## src/rtl/axi_reg_pkg.sv

```systemverilog
// Shared types and constants for the AXI register slave.
// Response codes and the read/write channel state encodings.
package axi_reg_pkg;

  localparam logic [1:0] RESP_OKAY   = 2'b00;
  localparam logic [1:0] RESP_SLVERR = 2'b10;

  typedef enum logic [1:0] {
    W_IDLE,
    W_ADDR,
    W_DATA,
    W_RESP
  } wr_state_t;

  typedef enum logic [1:0] {
    R_IDLE,
    R_ADDR,
    R_DATA
  } rd_state_t;

endpackage

```

## src/rtl/axi_reg_if.sv

```systemverilog
// AXI burst bus between a master and the register slave.
// Slave outputs are zero when idle so siblings can be OR-combined.
interface axi_reg_if #(
  parameter int ID_W = 4
);

  logic [ID_W-1:0] awid;
  logic [31:0]     awaddr;
  logic [7:0]      awlen;
  logic            awvalid;
  logic            awready;

  logic [31:0]     wdata;
  logic [3:0]      wstrb;
  logic            wlast;
  logic            wvalid;
  logic            wready;

  logic [ID_W-1:0] bid;
  logic [1:0]      bresp;
  logic            bvalid;
  logic            bready;

  logic [ID_W-1:0] arid;
  logic [31:0]     araddr;
  logic [7:0]      arlen;
  logic            arvalid;
  logic            arready;

  logic [ID_W-1:0] rid;
  logic [31:0]     rdata;
  logic [1:0]      rresp;
  logic            rlast;
  logic            rvalid;
  logic            rready;

  modport slave (
    input  awid, awaddr, awlen, awvalid,
    input  wdata, wstrb, wlast, wvalid,
    input  bready,
    input  arid, araddr, arlen, arvalid,
    input  rready,
    output awready, wready,
    output bid, bresp, bvalid,
    output arready,
    output rid, rdata, rresp, rlast, rvalid
  );

  modport master (
    output awid, awaddr, awlen, awvalid,
    output wdata, wstrb, wlast, wvalid,
    output bready,
    output arid, araddr, arlen, arvalid,
    output rready,
    input  awready, wready,
    input  bid, bresp, bvalid,
    input  arready,
    input  rid, rdata, rresp, rlast, rvalid
  );

endinterface

```

## src/rtl/axi_reg_file.sv

```systemverilog
// Register storage with byte-strobe writes.
// wr_stb pulses for one cycle alongside the updated contents.
module axi_reg_file #(
  parameter int NREGS = 16
) (
  input  logic                     aclk,
  input  logic                     aresetn,
  input  logic                     we,
  input  logic [$clog2(NREGS)-1:0] idx,
  input  logic [31:0]              wdata,
  input  logic [3:0]               wstrb,
  output logic [NREGS*32-1:0]      reg_q,
  output logic [NREGS-1:0]         wr_stb
);

  always_ff @(posedge aclk or negedge aresetn) begin
    if (!aresetn) begin
      reg_q  <= '0;
      wr_stb <= '0;
    end else begin
      wr_stb <= '0;
      if (we) begin
        wr_stb[idx] <= 1'b1;
        for (int j = 0; j < 4; j++) begin
          if (wstrb[j])
            reg_q[{idx, 5'd0} + j*8 +: 8] <= wdata[j*8 +: 8];
        end
      end
    end
  end

endmodule

```

## src/rtl/axi_reg_slave.sv

```systemverilog
// AXI burst slave exposing NREGS 32-bit registers at BASE_ADDR.
// Independent read and write FSMs; address decode lives here.
module axi_reg_slave
  import axi_reg_pkg::*;
#(
  parameter logic [31:0] BASE_ADDR = 32'h0000_0000,
  parameter int          NREGS     = 16,
  parameter int          ID_W      = 4
) (
  input  logic                aclk,
  input  logic                aresetn,
  axi_reg_if.slave            bus,
  output logic [NREGS*32-1:0] reg_q,
  output logic [NREGS-1:0]    wr_stb
);

  localparam int          IW   = $clog2(NREGS);
  localparam logic [31:0] MASK = ~(32'(NREGS*4) - 32'd1);

  wr_state_t wr_st, wr_st_n;
  rd_state_t rd_st, rd_st_n;

  logic [ID_W-1:0] wr_id, rd_id;
  logic [IW-1:0]   wr_idx, rd_idx, rd_nidx;
  logic [7:0]      wr_len, wr_cnt, rd_len, rd_cnt;
  logic [1:0]      bresp_q;
  logic [31:0]     rdata_q;
  logic            aw_hit, ar_hit;
  logic            wr_beat, wr_done, rd_beat, rd_done;

  assign aw_hit  = (bus.awaddr & MASK) == BASE_ADDR;
  assign ar_hit  = (bus.araddr & MASK) == BASE_ADDR;
  assign wr_beat = (wr_st == W_DATA) && bus.wvalid;
  assign wr_done = wr_beat && (wr_cnt == wr_len);
  assign rd_beat = (rd_st == R_DATA) && bus.rready;
  assign rd_done = rd_beat && (rd_cnt == rd_len);
  assign rd_nidx = rd_idx + 1'b1;

  always_ff @(posedge aclk or negedge aresetn) begin
    if (!aresetn) begin
      wr_st <= W_IDLE;
      rd_st <= R_IDLE;
    end else begin
      wr_st <= wr_st_n;
      rd_st <= rd_st_n;
    end
  end

  always_comb begin
    wr_st_n = wr_st;
    unique case (wr_st)
      W_IDLE:  if (bus.awvalid && aw_hit) wr_st_n = W_ADDR;
      W_ADDR:  wr_st_n = W_DATA;
      W_DATA:  if (wr_done) wr_st_n = W_RESP;
      W_RESP:  if (bus.bready) wr_st_n = W_IDLE;
      default: wr_st_n = W_IDLE;
    endcase
  end

  always_comb begin
    rd_st_n = rd_st;
    unique case (rd_st)
      R_IDLE:  if (bus.arvalid && ar_hit) rd_st_n = R_ADDR;
      R_ADDR:  rd_st_n = R_DATA;
      R_DATA:  if (rd_done) rd_st_n = R_IDLE;
      default: rd_st_n = R_IDLE;
    endcase
  end

  always_ff @(posedge aclk or negedge aresetn) begin
    if (!aresetn) begin
      wr_id   <= '0;
      wr_idx  <= '0;
      wr_len  <= '0;
      wr_cnt  <= '0;
      bresp_q <= RESP_OKAY;
    end else begin
      if (wr_st == W_IDLE && bus.awvalid && aw_hit) begin
        wr_id  <= bus.awid;
        wr_idx <= bus.awaddr[2 +: IW];
        wr_len <= bus.awlen;
        wr_cnt <= '0;
      end
      if (wr_beat) begin
        wr_idx <= wr_idx + 1'b1;
        wr_cnt <= wr_cnt + 8'd1;
      end
      if (wr_done)
        bresp_q <= bus.wlast ? RESP_OKAY : RESP_SLVERR;
    end
  end

  // rdata samples the pre-write contents when a write lands on the same edge
  always_ff @(posedge aclk or negedge aresetn) begin
    if (!aresetn) begin
      rd_id   <= '0;
      rd_idx  <= '0;
      rd_len  <= '0;
      rd_cnt  <= '0;
      rdata_q <= '0;
    end else begin
      if (rd_st == R_IDLE && bus.arvalid && ar_hit) begin
        rd_id  <= bus.arid;
        rd_idx <= bus.araddr[2 +: IW];
        rd_len <= bus.arlen;
        rd_cnt <= '0;
      end
      if (rd_st == R_ADDR)
        rdata_q <= reg_q[{rd_idx, 5'd0} +: 32];
      if (rd_beat && !rd_done) begin
        rd_idx  <= rd_nidx;
        rd_cnt  <= rd_cnt + 8'd1;
        rdata_q <= reg_q[{rd_nidx, 5'd0} +: 32];
      end
    end
  end

  assign bus.awready = (wr_st == W_ADDR);
  assign bus.wready  = (wr_st == W_DATA);
  assign bus.bvalid  = (wr_st == W_RESP);
  assign bus.bid     = bus.bvalid ? wr_id : '0;
  assign bus.bresp   = bus.bvalid ? bresp_q : RESP_OKAY;

  assign bus.arready = (rd_st == R_ADDR);
  assign bus.rvalid  = (rd_st == R_DATA);
  assign bus.rid     = bus.rvalid ? rd_id : '0;
  assign bus.rdata   = bus.rvalid ? rdata_q : '0;
  assign bus.rresp   = RESP_OKAY;
  assign bus.rlast   = bus.rvalid && (rd_cnt == rd_len);

  axi_reg_file #(
    .NREGS(NREGS)
  ) u_file (
    .aclk   (aclk),
    .aresetn(aresetn),
    .we     (wr_beat),
    .idx    (wr_idx),
    .wdata  (bus.wdata),
    .wstrb  (bus.wstrb),
    .reg_q  (reg_q),
    .wr_stb (wr_stb)
  );

endmodule

```

## src/flat_wrapper.sv

```systemverilog
// flat-port wrapper written by rule: the top's interface ports become plain ports
module axi_reg_slave_flat import axi_reg_pkg::*;
#(
  parameter logic [31:0] BASE_ADDR = 32'h0000_0000,
  parameter int          NREGS     = 16,
  parameter int          ID_W      = 4
)
  (aclk, aresetn, reg_q, wr_stb, bus_awid, bus_awaddr, bus_awlen, bus_awvalid, bus_wdata, bus_wstrb, bus_wlast, bus_wvalid, bus_bready, bus_arid, bus_araddr, bus_arlen, bus_arvalid, bus_rready, bus_awready, bus_wready, bus_bid, bus_bresp, bus_bvalid, bus_arready, bus_rid, bus_rdata, bus_rresp, bus_rlast, bus_rvalid);
  axi_reg_if #(.ID_W(ID_W)) bus_i ();
  input  logic aclk;
  input  logic aresetn;
  output logic [NREGS*32-1:0] reg_q;
  output logic [NREGS-1:0] wr_stb;
  input wire logic [$bits(bus_i.awid)-1:0] bus_awid;
  input wire logic [$bits(bus_i.awaddr)-1:0] bus_awaddr;
  input wire logic [$bits(bus_i.awlen)-1:0] bus_awlen;
  input wire logic [$bits(bus_i.awvalid)-1:0] bus_awvalid;
  input wire logic [$bits(bus_i.wdata)-1:0] bus_wdata;
  input wire logic [$bits(bus_i.wstrb)-1:0] bus_wstrb;
  input wire logic [$bits(bus_i.wlast)-1:0] bus_wlast;
  input wire logic [$bits(bus_i.wvalid)-1:0] bus_wvalid;
  input wire logic [$bits(bus_i.bready)-1:0] bus_bready;
  input wire logic [$bits(bus_i.arid)-1:0] bus_arid;
  input wire logic [$bits(bus_i.araddr)-1:0] bus_araddr;
  input wire logic [$bits(bus_i.arlen)-1:0] bus_arlen;
  input wire logic [$bits(bus_i.arvalid)-1:0] bus_arvalid;
  input wire logic [$bits(bus_i.rready)-1:0] bus_rready;
  output wire logic [$bits(bus_i.awready)-1:0] bus_awready;
  output wire logic [$bits(bus_i.wready)-1:0] bus_wready;
  output wire logic [$bits(bus_i.bid)-1:0] bus_bid;
  output wire logic [$bits(bus_i.bresp)-1:0] bus_bresp;
  output wire logic [$bits(bus_i.bvalid)-1:0] bus_bvalid;
  output wire logic [$bits(bus_i.arready)-1:0] bus_arready;
  output wire logic [$bits(bus_i.rid)-1:0] bus_rid;
  output wire logic [$bits(bus_i.rdata)-1:0] bus_rdata;
  output wire logic [$bits(bus_i.rresp)-1:0] bus_rresp;
  output wire logic [$bits(bus_i.rlast)-1:0] bus_rlast;
  output wire logic [$bits(bus_i.rvalid)-1:0] bus_rvalid;
  assign bus_i.awid = bus_awid;
  assign bus_i.awaddr = bus_awaddr;
  assign bus_i.awlen = bus_awlen;
  assign bus_i.awvalid = bus_awvalid;
  assign bus_i.wdata = bus_wdata;
  assign bus_i.wstrb = bus_wstrb;
  assign bus_i.wlast = bus_wlast;
  assign bus_i.wvalid = bus_wvalid;
  assign bus_i.bready = bus_bready;
  assign bus_i.arid = bus_arid;
  assign bus_i.araddr = bus_araddr;
  assign bus_i.arlen = bus_arlen;
  assign bus_i.arvalid = bus_arvalid;
  assign bus_i.rready = bus_rready;
  assign bus_awready = bus_i.awready;
  assign bus_wready = bus_i.wready;
  assign bus_bid = bus_i.bid;
  assign bus_bresp = bus_i.bresp;
  assign bus_bvalid = bus_i.bvalid;
  assign bus_arready = bus_i.arready;
  assign bus_rid = bus_i.rid;
  assign bus_rdata = bus_i.rdata;
  assign bus_rresp = bus_i.rresp;
  assign bus_rlast = bus_i.rlast;
  assign bus_rvalid = bus_i.rvalid;
  axi_reg_slave #(.BASE_ADDR(BASE_ADDR), .NREGS(NREGS), .ID_W(ID_W)) u_core (.aclk(aclk), .aresetn(aresetn), .bus(bus_i), .reg_q(reg_q), .wr_stb(wr_stb));
endmodule
```

## config.mk

```make
export PLATFORM = sky130hd
export DESIGN_NAME = axi_reg_slave_flat
export DESIGN_NICKNAME = d
export VERILOG_FILES = /design/src/rtl/axi_reg_pkg.sv /design/src/rtl/axi_reg_if.sv /design/src/rtl/axi_reg_file.sv /design/src/rtl/axi_reg_slave.sv /design/src/flat_wrapper.sv
export SDC_FILE = /design/constraint.sdc
export NUM_CORES = 1
export LEC_CHECK = 0
export ABC_CLOCK_PERIOD_IN_PS = 4740
export CORE_AREA = 2 2 280 282
export DETAILED_ROUTE_END_ITERATION = 10
export DIE_AREA = 0 0 282 284
export PLACE_DENSITY_LB_ADDON = 0.15
export SLEW_MARGIN = 30
export SYNTH_ARGS = -nofsm -noshare
export SYNTH_HDL_FRONTEND = slang
export SYNTH_SLANG_ARGS = --single-unit
```

## constraint.sdc

```tcl
create_clock -name aclk -period 4.74 [get_ports aclk]
set_clock_uncertainty 0.2 [all_clocks]
set_input_delay 0.948 -clock aclk [delete_from_list [all_inputs] [get_ports aclk]]
set_output_delay 0.948 -clock aclk [all_outputs]
set_load 0.1 [all_outputs]
```

======== After elaboration in Yosys (flattened, before gate mapping) ========
Index checks and enable logic that the tools add are counted.
word-level totals
  register bits ........................... 614
  output and inout bits ................... 578
  word-level logic and storage cells ...... 108
operators by class
  $add $sub $neg .......................... 11
  $lt $le $gt $ge ......................... 2
  equality and inequality tests ........... 12
  shift operators ......................... 10
  muxes and demuxes ....................... 36
  reduce and logical (&&, ||, !) cells .... 23
operator list
  cell                        number
  $mux W512                   7
  $bwmux W512                 4
  $shift A8 B34 Y512 const A  4
  $shiftx A8 B34 Y512         4
  $shiftx A512 B10 Y32        2
  $neg A10 Y34                3
  $mux W32                    3
  $logic_not A32 Y1           2
  $neg A9 Y34                 1
  $mux W8                     4
  $mux W4                     6
  $add A9 B5 Y10 const B      2
  $add A8 B1 Y8 const B       2
  $eq A8 B8 Y1                2
  $mux W16                    1
  $mux W2                     7
  $logic_and A1 B1 Y1         13
  $add A9 B4 Y10 const B      1
  $add A4 B1 Y4 const B       2
  $pmux W2 S4                 1
  $eq A2 B2 Y1 const B        3
  $ne A2 B1 Y1 const B        3
  $pmux W2 S3                 1
  $reduce_bool A2 Y1          3
  10 further kinds            13

======== Depth between registers and ports, before layout ========
  depth in word-level cells ............... 13
  mapped depth ............................ 11
  mapped depth without buffers ............ 9

======== Cells and area by module ========
Synthesis repeated with hierarchy kept, for this count alone.
second synthesis, totals
  cell total of the unflattened synthesis .. 3049
  area, all modules ....................... 30215.2 um2
modules (own cells, without submodules)
  module         instances  cells an instance  area each (um2)  seq. area each (um2)
  axi_reg_file   1          1823               20488.4          13212.7
  axi_reg_slave  1          1226               9726.8           2127.0

======== Worst setup path after synthesis ========
OpenSTA, ideal clock, no wires.
  path kind ............................... register -> output
  start point ............................. register u_core.rd_st[0]
  end point ............................... output bus_rdata[10]
  data arrival time ....................... 2.436 ns
  path slack .............................. 1.156 ns
  cell stages (with the launch flop) ...... 4
  path buffers ............................ 1
  cells stage by stage .................... dfrtp_1 -> nor2b_1 -> clkbuf_1 -> and2_1
between the ends
  word-level cells in the longest chain between the ends .. 2
RTL lines
  item                    RTL line              source
  from (decl)             axi_reg_slave.sv:21   rd_state_t rd_st, rd_st_n;
  from (signal assigned)  axi_reg_slave.sv:45   rd_st <= rd_st_n;
  $eq A2 B2 Y1            axi_reg_slave.sv:125  assign bus.rvalid = (rd_st == R_DATA);
  net bus_rvalid          flat_wrapper.sv:38    output wire logic [$bits(bus_i.rvalid)-1:0] bus_rvalid;
  $mux W32                axi_reg_slave.sv:127  assign bus.rdata = bus.rvalid ? rdata_q : '0;
  to (decl)               flat_wrapper.sv:35    output wire logic [$bits(bus_i.rdata)-1:0] bus_rdata;
The timed path passes the listed nets, and every way through them passes these cells.

======== Worst setup path in the final report ========
  start point ............................. register u_core.wr_st[0]
  end point ............................... output bus_bid[1]
between the ends
  word-level cells in the longest chain between the ends .. 2
RTL lines
  item                    RTL line              source
  from (decl)             axi_reg_slave.sv:20   wr_state_t wr_st, wr_st_n;
  from (signal assigned)  axi_reg_slave.sv:44   wr_st <= wr_st_n;
  $eq A2 B2 Y1            axi_reg_slave.sv:120  assign bus.bvalid = (wr_st == W_RESP);
  $mux W4                 axi_reg_slave.sv:121  assign bus.bid = bus.bvalid ? wr_id : '0;
  to (decl)               flat_wrapper.sv:30    output wire logic [$bits(bus_i.bid)-1:0] bus_bid;
No other way between the ends.

==> key figures <==
Critical path
  – Setup CP Type: reg2out
  – CP max FO: 7
  – Crit path DAT: 2.69 ns
  – Peak per-stage delay on the critical path: 1.16 ns
  – WP data required: 3.59 ns
  – Crit-path leading delay family: buffers and inverters
  – Bufs and invs on worst path: 1
  – Critical path cell sequence: ha_1, and2_1, clkdlybuf4s50_1
  – Critical Path Sink Type: primary output
  – Crit-path slowest cell: clkdlybuf4s50_1
  – CP startpoint kind: flip-flop

STA
  – Final hold vios: 0
  – Tcrit/Tclk final: 80.9%
  – Fin. max-slew vios: 0
  – Final setup fails: 0
  – Tightest Pin Transition: 1.07 ns
  – Post-layout min period: 3.83 ns
  – Total Neg Setup Slack: 0 ns
  – F_max: 261 MHz
  – RSZ-0062 raised after global routing: false
  – Final worst setup slack: 0.907 ns
  – Slew HR: 28.1%

Clock network
  – TritonCTS clock tree: done
  – Root Buffer Master: clkbuf_16
  – Clock Latency Late Sink: 0.61 ns
  – Resize count post-CTS: 0
  – Post-CTS Hold Fix Bufs: 0
  – CTS buffer count: 71
  – Post-CTS setup buffers: 0
  – Clock Sinks: 613
  – CTS clk-pin slew, worst paths: 0.06 ns
  – Clk buf depth: 3
  – H-tree depth: 3

Logic synthesis
  – Number of library cell types mapped by synthesis: 48
  – Synth Instances: 2954
  – Mapped Area: 28400 um^2
  – Yosys top cell by area: dfrtp_1
  – Synth warn: 0
  – Synth top area share: 54.0%
  – Sequential share of the synthesized area: 54.0%
  – Average cell area after synthesis: 9.62 um^2
  – Synth top area cells: dfrtp_1 54%, nand2_1 11%, o21ai_0 9.6%, mux2_1 6.1%, mux2_2 4.7%
  – Synth Register Bits: 613

GRT
  – Largest net degree at the start of global routing: 96
  – Initial antenna violation count: 5
  – Vias in the first global route: 24600
  – GR Util All Layers: 29.6%
  – Final global-route overflow total: 0
  – First-pass GRT wire length: 174000 um

Layout
  – Fillers: 7332
  – Share of cells above drive strength 1: 12.4%
  – Area Growth Syn to Fin: 35.3%
  – Fin nets: 3746
  – Post-layout instance area: 38400 um^2
  – Final core utilization: 50.0%

Pwr
  – Worst-case vdd ir drop: 0.000530 V
  – Pwr per Cell Area: 544 nW/um^2
  – LEAKAGE: 17.3 nW

Detailed routing
  – Final ANT Viol Nets: 0
  – DR WL/cell: 25.7 um
  – 1st-iter DRT viols: 1998
  – Drt first pass iters: 6
  – Via-to-Cell Ratio: 5.40
  – Post-route DRC: 0
  – Drt total wl: 121000 um
  – Vias post-DR: 25300

Place
  – PortBufs: 702
  – Pre-CTS setup slack: 0.700 ns
  – Post-DP Area: 36100 um^2
  – DP Wirelength: 88400 um
  – Gp weighted congestion: 0.907

Floorplanning
  – Chip height: 284 um
  – Die area: 80100 um^2
  – CORE AREA: 77000 um^2
  – Num rows: 102
  – Boundary Pins: 710
  – Initial core utilization: 36.9%
  – Die Wd: 282 um

Outcome
  – Status: finished clean

Job
  – Max-cap violations: 0

Worst hold path
  – HP Class: in2async
-- final timing paths --
path,startpoint,to,slack [ns],cells past startpoint
min in group aclk,u_core.bresp_q[1],u_core.bresp_q[1],0.29,2
max,u_core.wr_st[0],bus_bid[1],0.91,3
max reg2reg,u_core.wr_idx[0],u_core.u_file.reg_q[387],1.05,7
min reg2reg,u_core.bresp_q[1],u_core.bresp_q[1],0.29,2
min,aresetn,u_core.u_file.reg_q[444],0.14,1
max in group asynchronous,aresetn,u_core.u_file.reg_q[32],3.17,3
-- synth_stat cells, drive strengths merged --
master,n
mux2,274
dfrtp,613
inv,9
nor2,32
ha,16
nor4b,2
xnor2,5
nand3,21
nand2b,2
o21a,2
a211oi,3
a221o,1
a32oi,1
a21oi,4
a21o,3
o211a,32
o22ai,124
conb,1
or3,2
o21ai,607
mux4,2
nor4,15
nor2b,1
a22o,1
nand2,837
nor3,21
and3,23
nand3b,3
nor3b,2
xor2,19
a31oi,6
mux2i,10
and2,44
nand4,16
clkinv,2
buf,44
o31ai,3
clkbuf,151
-- through the flow --
step	hold slack, ns	power, mW	std cells
2_1_floorplan	0.242	12.6	2956
5_1_grt	0.159	21.6	4691
3_3_place_gp	0.270	15.4	4563
3_5_place_dp	0.281	15.4	4565
4_1_cts	0.131	21.0	4691
6_report	0.143	20.9	4693
-- state kept, by name, indices dropped and copies added (netlist names), 8 cells and up --
name / cells
u_core.rd_cnt: 8
u_core.rdata_q: 32
u_core.wr_len: 8
u_core.wr_cnt: 8
u_core.u_file.wr_stb: 16
u_core.u_file.reg_q: 512
u_core.rd_len: 8
-- cell usage in the layout (no fill, tap or decap), drive strengths merged, types with 3 or more instances in the layout --
cell	Yosys	final
a21o	3	3
nand3	21	21
conb	1	3
clkbuf	151	109
dfrtp	613	613
nand4	16	16
mux2	274	274
clkdlybuf4s50	0	566
buf	44	197
nand3b	3	3
a21oi	4	4
clkinv	2	10
mux2i	10	10
xor2	19	19
a31oi	6	6
nand2	837	837
a211oi	3	3
o31ai	3	3
ha	16	16
o21ai	607	607
xnor2	5	5
bufinv	0	5
and2	44	44
nor3	21	21
inv	9	13
and3	23	23
o211a	32	32
o22ai	124	124
nor2	32	32
nor4	15	15
-- per-layer routing --
| layer | global-route usage, % | part of all wire, % | vias up |
|---|---|---|---|
| met5 | 0.244 | 0.032 | - |
| met3 | 5.12 | 6.6 | 244 |
| met1 | 40.5 | 43 | 12500 |
| li1 | - | - | 11600 |
| met4 | 11.0 | 3.9 | 6 |
| met2 | 46.7 | 46 | 1007 |
-- cell families (layout without fill, tap and decap cells) --
logic type | count (synthesis) | in the layout | share of synthesized area (%)
AO/OA/AOI/OAI | 787 | 787 | 15.2
XOR/XNOR | 24 | 24 | 0.766
adder cells (fa/ha/maj) | 16 | 16 | 0.705
buffers and inverters | 206 | 901 | 3.15
flip-flops | 613 | 613 | 54.0
multiplexers | 286 | 286 | 11.4
other | 1 | 5 | 0.0132
AND/OR/NAND/NOR | 1021 | 1021 | 14.8
-- area by class of cell --
type | instances | area (um^2) | share of cell area [%]
Sequential cell | 613 | 15300 | 39.9
Multi-Input combinational cell | 2137 | 12300 | 32.1
Timing Repair Buffer | 764 | 7080 | 18.4
Clock buffer | 108 | 2120 | 5.51
Tap cell | 1040 | 1300 | 3.38
Clock inverter | 18 | 233 | 0.605
Inverter | 11 | 41.3 | 0.107
Antenna cell | 2 | 5.00 | 0.0130
-- report_power, final --
part           leakage, nW  total [mW]  switching [mW]  internal, mW
Combinational         7.64        8.72            6.86          1.86
Clock                 1.16        5.63            2.28          3.35
Sequential            8.51        6.56           0.688          5.87
(Power assumes the default switching activity.)
